[src/rtl/cnt_ser_pkg.sv]
// cnt_ser_pkg
//   Shared definitions for the counter snapshot serializer: FSM state
//   encoding, half-period counter width and the idle/reset levels of the
//   serial link outputs.
package cnt_ser_pkg;

   // PARITY is only reachable when SER_PARITY_EN is defined.
   typedef enum logic [1:0] {
      IDLE   = 2'd0,
      SHIFT  = 2'd1,
      PARITY = 2'd2
   } ser_state_t;

   // Width of the half-period counter; HALF_PERIOD must fit (1..255).
   localparam int unsigned HP_W = 8;

   // Idle / reset levels of the registered outputs.
   localparam logic CS_N_RST = 1'b1;
   localparam logic SCLK_RST = 1'b0;
   localparam logic SDO_RST  = 1'b0;
   localparam logic BUSY_RST = 1'b0;
   localparam logic DONE_RST = 1'b0;

endpackage : cnt_ser_pkg

[src/rtl/ser_half_tick.sv]
// ser_half_tick
//   Half-period timer for the serial clock. Counts 0..HALF_PERIOD-1 while
//   enabled and flags the last count with a single-cycle tick, then wraps.
//
// Ports:
//   clk   in  system clock
//   arst  in  asynchronous active-high reset
//   en    in  count enable (high while a frame is being shifted)
//   clr   in  synchronous clear, used on capture so every frame starts aligned
//   tick  out high for one cycle at the end of each half-period
module ser_half_tick
   import cnt_ser_pkg::*;
#(
   parameter int unsigned HALF_PERIOD = 2
) (
   input  logic clk,
   input  logic arst,
   input  logic en,
   input  logic clr,
   output logic tick
);

   localparam logic [HP_W-1:0] LAST_CNT = HP_W'(HALF_PERIOD - 1);

   logic [HP_W-1:0] half_cnt;

   assign tick = en && (half_cnt == LAST_CNT);

   always_ff @(posedge clk or posedge arst) begin
      if (arst) begin
         half_cnt <= '0;
      end else if (clr || tick) begin
         half_cnt <= '0;
      end else if (en) begin
         half_cnt <= half_cnt + HP_W'(1);
      end
   end

endmodule : ser_half_tick

[src/rtl/cnt_snapshot_serializer.sv]
// cnt_snapshot_serializer
//   Captures the live counter value on a start request and shifts it out
//   MSB-first on a 3-wire mode-0 SPI-style link (cs_n, sclk, sdo), with a
//   busy/done handshake. Requests arriving during a frame are dropped.
//
//   Optional feature: define SER_PARITY_EN to append one even-parity bit
//   (XOR of the captured word) after the LSB, in a dedicated PARITY state.
//
// Parameters:
//   WIDTH        captured word / shift register width (>= 2)
//   HALF_PERIOD  clk cycles per sclk half-period (1..255)
//
// Ports:
//   clk     in  system clock, all state on rising edge
//   arst    in  asynchronous active-high reset; aborts any frame silently
//   cnt_in  in  counter value, sampled only at capture
//   start   in  level request, sampled only when idle
//   busy    out high for the whole frame
//   done    out one-cycle pulse in the first cycle after busy drops
//   cs_n    out chip select, active-low
//   sclk    out serial clock, idles low
//   sdo     out serial data, updated on sclk falling edge
module cnt_snapshot_serializer
   import cnt_ser_pkg::*;
#(
   parameter int unsigned WIDTH       = 8,
   parameter int unsigned HALF_PERIOD = 2
) (
   input  logic             clk,
   input  logic             arst,
   input  logic [WIDTH-1:0] cnt_in,
   input  logic             start,
   output logic             busy,
   output logic             done,
   output logic             cs_n,
   output logic             sclk,
   output logic             sdo
);

   localparam int unsigned     BC_W     = (WIDTH > 2) ? $clog2(WIDTH) : 1;
   localparam logic [BC_W-1:0] LAST_BIT = BC_W'(WIDTH - 1);

   ser_state_t       state;
   logic [WIDTH-1:0] shift_reg;
   logic [BC_W-1:0]  bit_cnt;
   logic             capture;
   logic             half_tick;
`ifdef SER_PARITY_EN
   logic             parity_bit;
`endif

   assign capture = (state == IDLE) && start;

   ser_half_tick #(
      .HALF_PERIOD (HALF_PERIOD)
   ) u_half_tick (
      .clk  (clk),
      .arst (arst),
      .en   (state != IDLE),
      .clr  (capture),
      .tick (half_tick)
   );

   always_ff @(posedge clk or posedge arst) begin
      if (arst) begin
         state     <= IDLE;
         shift_reg <= '0;
         bit_cnt   <= '0;
         cs_n      <= CS_N_RST;
         sclk      <= SCLK_RST;
         sdo       <= SDO_RST;
         busy      <= BUSY_RST;
         done      <= DONE_RST;
`ifdef SER_PARITY_EN
         parity_bit <= 1'b0;
`endif
      end else begin
         done <= 1'b0;
         case (state)
            IDLE: begin
               sclk <= SCLK_RST;
               if (start) begin
                  shift_reg <= cnt_in;
                  sdo       <= cnt_in[WIDTH-1];
                  cs_n      <= 1'b0;
                  busy      <= 1'b1;
                  bit_cnt   <= '0;
`ifdef SER_PARITY_EN
                  parity_bit <= ^cnt_in;
`endif
                  state     <= SHIFT;
               end
            end

            SHIFT: begin
               if (half_tick) begin
                  if (!sclk) begin
                     sclk <= 1'b1;
                  end else begin
                     sclk <= 1'b0;
                     if (bit_cnt < LAST_BIT) begin
                        // Next bit is read from the pre-shift register so
                        // sdo and shift_reg update on the same edge.
                        shift_reg <= shift_reg << 1;
                        sdo       <= shift_reg[WIDTH-2];
                        bit_cnt   <= bit_cnt + BC_W'(1);
                     end else begin
`ifdef SER_PARITY_EN
                        sdo   <= parity_bit;
                        state <= PARITY;
`else
                        state <= IDLE;
                        cs_n  <= CS_N_RST;
                        busy  <= BUSY_RST;
                        sdo   <= SDO_RST;
                        done  <= 1'b1;
`endif
                     end
                  end
               end
            end

`ifdef SER_PARITY_EN
            PARITY: begin
               if (half_tick) begin
                  if (!sclk) begin
                     sclk <= 1'b1;
                  end else begin
                     sclk  <= 1'b0;
                     state <= IDLE;
                     cs_n  <= CS_N_RST;
                     busy  <= BUSY_RST;
                     sdo   <= SDO_RST;
                     done  <= 1'b1;
                  end
               end
            end
`endif

            default: begin
               state <= IDLE;
               cs_n  <= CS_N_RST;
               sclk  <= SCLK_RST;
               sdo   <= SDO_RST;
               busy  <= BUSY_RST;
            end
         endcase
      end
   end

endmodule : cnt_snapshot_serializer

[config.mk]
export PLATFORM = sky130hd
export DESIGN_NAME = cnt_snapshot_serializer
export DESIGN_NICKNAME = d
export VERILOG_FILES = /design/src/rtl/cnt_ser_pkg.sv /design/src/rtl/ser_half_tick.sv /design/src/rtl/cnt_snapshot_serializer.sv
export SDC_FILE = /design/constraint.sdc
export NUM_CORES = 1
export LEC_CHECK = 0
export CORE_MARGIN = 5
export CORE_UTILIZATION = 50
export CTS_CLUSTER_DIAMETER = 120
export DETAILED_ROUTE_END_ITERATION = 8
export PLACE_DENSITY = 0.8
export SLEW_MARGIN = 40
export SYNTH_ARGS = -nofsm -noshare
export SYNTH_HDL_FRONTEND = slang
export SYNTH_HIERARCHICAL = 1
export SYNTH_SLANG_ARGS = --single-unit
[constraint.sdc]
create_clock -name clk -period 2.8 [get_ports clk]
set_input_delay 0.56 -clock clk [delete_from_list [all_inputs] [get_ports clk]]
set_output_delay 0.56 -clock clk [all_outputs]
set_load 0.05 [all_outputs]
# Yosys cells after proc, flatten, opt, wreduce, memory -nomap -nowiden
# Index checks and enable logic that the tools add are counted.
# word_totals
wordCells	68
reg_bits	25
# classes
muxes	39
n_lt_le_gt_ge	1
add_sub_neg	2
eq_ne	7
reduce_logical	10
# op_table
operator	n
$mux 7	4
$mux 1	19
$mux 8	2
$pmux 7 s2	1
$mux 3	4
$add 8x1->8 const B	1
$eq 8x1->1 const B	1
$mux 2	4
$ne 2x2->1 const B	4
$pmux 1 s2	3
$pmux 3 s2	1
$reduce_bool 2->1	3
$reduce_and 5->1	1
$pmux 2 s2	1
$reduce_and 4->1	1
$add 3x1->3 const B	1
$lt 3x3->1 const B	1
$reduce_and 3->1	1
$eq 2x1->1 const B	1
$logic_and 1x1->1	2
$logic_not 2->1	1
$ne 2x1->1 const B	1
$logic_or 1x1->1	1

# Longest topological paths before layout
# logic_depth
depth_word	5
mapped_depth	8
depth_no_buf	7

# Cells and area by module
# Netlist, hierarchy kept.
# modules_own_cells
module	n_inst	seq_area_each_um2	area_each_um2	cells_each
cnt_snapshot_serializer	1	376.6	798.3	86
ser_half_tick	1	200.2	462.9	43

# Worst setup path after synthesis
# Ideal clock, no wire load.
# synth_timing
path_type	reg2reg
startpoint	reg, netlist name busy
endpoint	reg shift_reg[1]
period_less_slack_ns	1.912
arrival_ns	1.830
stages_incl_launch_ff	8
path_buffers	2
path_slack_ns	0.888
setup_time_ns	0.082
path_cell_list	dfrtp_1 -> buf_4 -> nand4bb_4 -> nor2_1 -> and2_1 -> buf_6 -> nand3_1 -> a31oi_1
# synth_rtl
item	line_no	text
end signal, assigned	cnt_snapshot_serializer.sv:83	shift_reg <= cnt_in;
end signal, assigned	cnt_snapshot_serializer.sv:104	shift_reg <= shift_reg << 1;
end, declared	cnt_snapshot_serializer.sv:44	logic [WIDTH-1:0] shift_reg;

# Final worst setup path
# layout_timing
startpoint	reg busy
endpoint	out busy
# layout_rtl
item	line_no	text
start, declared	cnt_snapshot_serializer.sv:33	output logic busy,
start signal, assigned	cnt_snapshot_serializer.sv:72	busy <= BUSY_RST;
start signal, assigned	cnt_snapshot_serializer.sv:86	busy <= 1'b1;
start signal, assigned	cnt_snapshot_serializer.sv:114	busy <= BUSY_RST;
# No word-level cell between the ends.

==> results.toml <==
[status]
status = "complete, no violations"

[route]
detail_route.drc_violations = 0
postRouteWirelength_um = 2660
viasPerCell = 6.09
vias = 1054
routed_wire_length_per_instance_um = 15.4
route.antenna.remaining_nets = 0
drt_iter0_markers = 54
drt_pass1_iterations = 4

[final_layout]
drive_gt1_share_pct = 7.69
largest_register_ffs = 8
fillers = 219
nNetsFinal = 158
layout.area.seq_um2 = 577
area.growth.synth_to_final_pct = 13.9
insertedDiodeCount = 0
stdcell_count = 173
multi_input_area_um2 = 619
utilization_pct = 58.5

[placed_design]
numPlacedInstances = 169
post-dp-hpwl_um = 1990
port-buffer-count = 15
globalplace.congestion = 0.854

[synth]
yosys.cell_types.count = 34
synth.avg_cell_area_um2 = 9.78
synthesis.nets = 143
synthesis.instances = 129
syn-cell-area_um2 = 1260
synth_seq_area_share_pct = 45.7
async_flop_share_pct = 100
synth-main-ff-cell = "sky130_fd_sc_hd__dfrtp_1"
synth_seq_cells = 23
number_of_synthesized_flops_with_an_enable_pin = 0
yosys_warnings = 6

[global_route]
global_route.usage.total_pct = 17.9
largest_net_degree_at_the_start_of_global_routing = 20
wire_length_of_the_first_global_routing_pass_um = 4880
globalRouteOverflowTotal = 0
initial_antenna_violation_count = 0
number_of_global_route_vias_before_repair = 1096

[worst_setup_path]
end_kind = "output port"
startpoint_type = "flop"
timing.critical_path.required_ns = 2.24
timing.critical_path.buf_inv = 1
cp_depth = 1
rrSetupSlack_ns = 0.70
timing_worst_setup_path_type = "reg2out"
data_arrival_critical_path_ns = 1.87
worst_path_dominant_cell_family = "buffers and inverters"
critical_path_peak_fanout = 15
critical_path.slowest_cell = "sky130_fd_sc_hd__clkdlybuf4s50_1"
crit_chain = "clkdlybuf4s50_1"
cp_slowest_stage_delay_ns = 0.90
r2r_cells = 5

[timing]
finalCritPeriodShare_pct = 86.8
tightest_slew_ns = 0.607
maxSlewHeadroom_pct = 59.5
timing_max_transition_violations_final = 0
setup-violations-final = 0
time_the_worst_path_needs_with_i_o_delays_and_setup_ns = 2.43
totalNegativeSetupSlack_ns = 0
rsz0062_at_grt = "no"
timing.clock.skew_ns = 0.00397
max_freq_ghz = 0.411
hold_violations = 0

[die]
core-area_um2 = 2450
initial_utilization_pct = 51.4
die_width_um = 60.2
io-pin-count = 16
die_y_um = 60.2
num_rows = 18
die_area_um2 = 3630

[power_and_ir_drop]
power_density_nw_per_um2 = 902
vdd_ir_drop_max_v = 0.000527
power.leakage_nw = 0.579
finalPower_w = 0.00129

[job]
cap_violations = 0

[clock_tree]
cts_repair_resize_count = 0
clock_tree_from_tritoncts = "done"
clock_tree.root_cell = "sky130_fd_sc_hd__clkbuf_4"
cts_num_sinks = 23
cts_setup_buffers = 0
clock_tree.buffer_depth = 2
h_tree_depth = 1
worst_skew_pair_latency_ns = 0.30
holdBufCountCts = 0
cts_buffers = 3
clock_pin_transition_on_the_worst_setup_and_hold_timing_paths_ns = 0.13

[worst_hold_path]
worst_hold_path_type = "reg2reg"
worst_hold_path.num_cells = 2
==> placed cells by master, fill, tap and decap left out <==
cell type,instances
sky130_fd_sc_hd__dfrtp_1,22
sky130_fd_sc_hd__clkdlybuf4s50_1,15
sky130_fd_sc_hd__nand3_1,10
sky130_fd_sc_hd__nor2_1,10
sky130_fd_sc_hd__nand2_1,8
sky130_fd_sc_hd__o21ai_1,8
sky130_fd_sc_hd__nor2b_1,7
sky130_fd_sc_hd__a211oi_1,7
sky130_fd_sc_hd__a31oi_1,7
sky130_fd_sc_hd__a21oi_1,6
sky130_fd_sc_hd__inv_1,4
sky130_fd_sc_hd__nand4_1,4
sky130_fd_sc_hd__xor2_1,4
sky130_fd_sc_hd__ha_1,3
sky130_fd_sc_hd__clkbuf_4,3
sky130_fd_sc_hd__o21ai_0,3
sky130_fd_sc_hd__or3_1,3
sky130_fd_sc_hd__o211ai_1,2
sky130_fd_sc_hd__and2_1,2
sky130_fd_sc_hd__nand2b_1,1
sky130_fd_sc_hd__and3_1,1
sky130_fd_sc_hd__nand3_2,1
sky130_fd_sc_hd__a22oi_1,1
sky130_fd_sc_hd__inv_2,1
sky130_fd_sc_hd__a311oi_1,1
sky130_fd_sc_hd__o22ai_1,1
sky130_fd_sc_hd__clkbuf_1,1
sky130_fd_sc_hd__dfstp_2,1
sky130_fd_sc_hd__buf_4,1
sky130_fd_sc_hd__nand4_4,1
sky130_fd_sc_hd__nand4bb_4,1
sky130_fd_sc_hd__or4_4,1
sky130_fd_sc_hd__o21bai_4,1
sky130_fd_sc_hd__xnor2_1,1
==> stage by stage <==
step           instance area (um2)  hold slack [ns]  setup slack (ns)
2_1_floorplan                 1260            0.376             0.888
3_3_place_gp                  1410            0.482             0.724
3_5_place_dp                  1410            0.494             0.671
4_1_cts                       1440            0.509             0.361
5_1_grt                       1440            0.541             0.288
6_report                      1440            0.506             0.369
==> path summary, 6_finish.rpt <==
| path | startpoint | to |
|---|---|---|
| hold reg to reg | cs_n$_DFFE_PP1P_ | cs_n$_DFFE_PP1P_ |
| hold / removal | cs_n$_DFFE_PP1P_ | cs_n$_DFFE_PP1P_ |
| setup / recovery | busy$_DFFE_PP0P_ | busy |
| setup reg to reg | u_half_tick/half_cnt[5]$_DFFE_PP0P_ | bit_cnt[2]$_DFFE_PP0P_ |
| min in group asynchronous | arst | u_half_tick/half_cnt[3]$_DFFE_PP0P_ |
| max in group asynchronous | arst | busy$_DFFE_PP0P_ |
==> final cells by class <==
type	count	area share (%)
clock buffers	4	1.83
inverters	5	1.31
multi-input cells	95	43.1
flip-flops and latches	23	40.2
well taps	30	2.61
repair buffers	16	11.0
==> power breakdown <==
group	internal [W]	switching, W	total, W	leakage [nW]
Clock	0.0000555	0.0000978	0.000153	0.0150
Combinational	0.000243	0.000275	0.000518	0.283
Sequential	0.000465	0.000158	0.000623	0.281
Total	0.000763	0.000532	0.00129	0.579
==> Yosys cell counts, drive strengths merged, types with 2 or more instances <==
library cell | n | area (um2)
a211oi | 7 | 52.6
a21oi | 6 | 30.0
a31oi | 7 | 43.8
and2 | 2 | 12.5
buf | 5 | 42.5
dfrtp | 22 | 551
ha | 3 | 37.5
inv | 5 | 18.8
nand2 | 8 | 30.0
nand3 | 11 | 60.1
nand4 | 5 | 46.3
nor2 | 10 | 37.5
nor2b | 7 | 43.8
o211ai | 2 | 15.0
o21ai | 11 | 55.1
or3 | 3 | 18.8
xor2 | 4 | 35.0
==> per-layer routing <==
layer	vias to the layer above	GRT usage (%)	wire [um]
li1	500	-	-
met1	484	23.1	1100
met2	58	28.4	1300
met3	12	3.89	190
met4	0	8.23	74
met5	-	0	0
==> logic make-up (layout without fill, tap and decap cells) <==
logic type      count (synthesis)  after routing  share of synthesized area, %
compound gates                 37             37                          18.8
xor+xnor                        5              5                          3.47
fa+ha+maj                       3              3                          2.98
buf+inv                        11             25                          5.16
flops                          23             23                          45.7
simple gates                   50             50                          23.8
==> worst min-delay path, delay by kind of cell, from the launching register on <==
family	cells	cell delay, ns
compound gates	2	0.13
flops	1	0.39
Power figures use the tool's default switching activity.
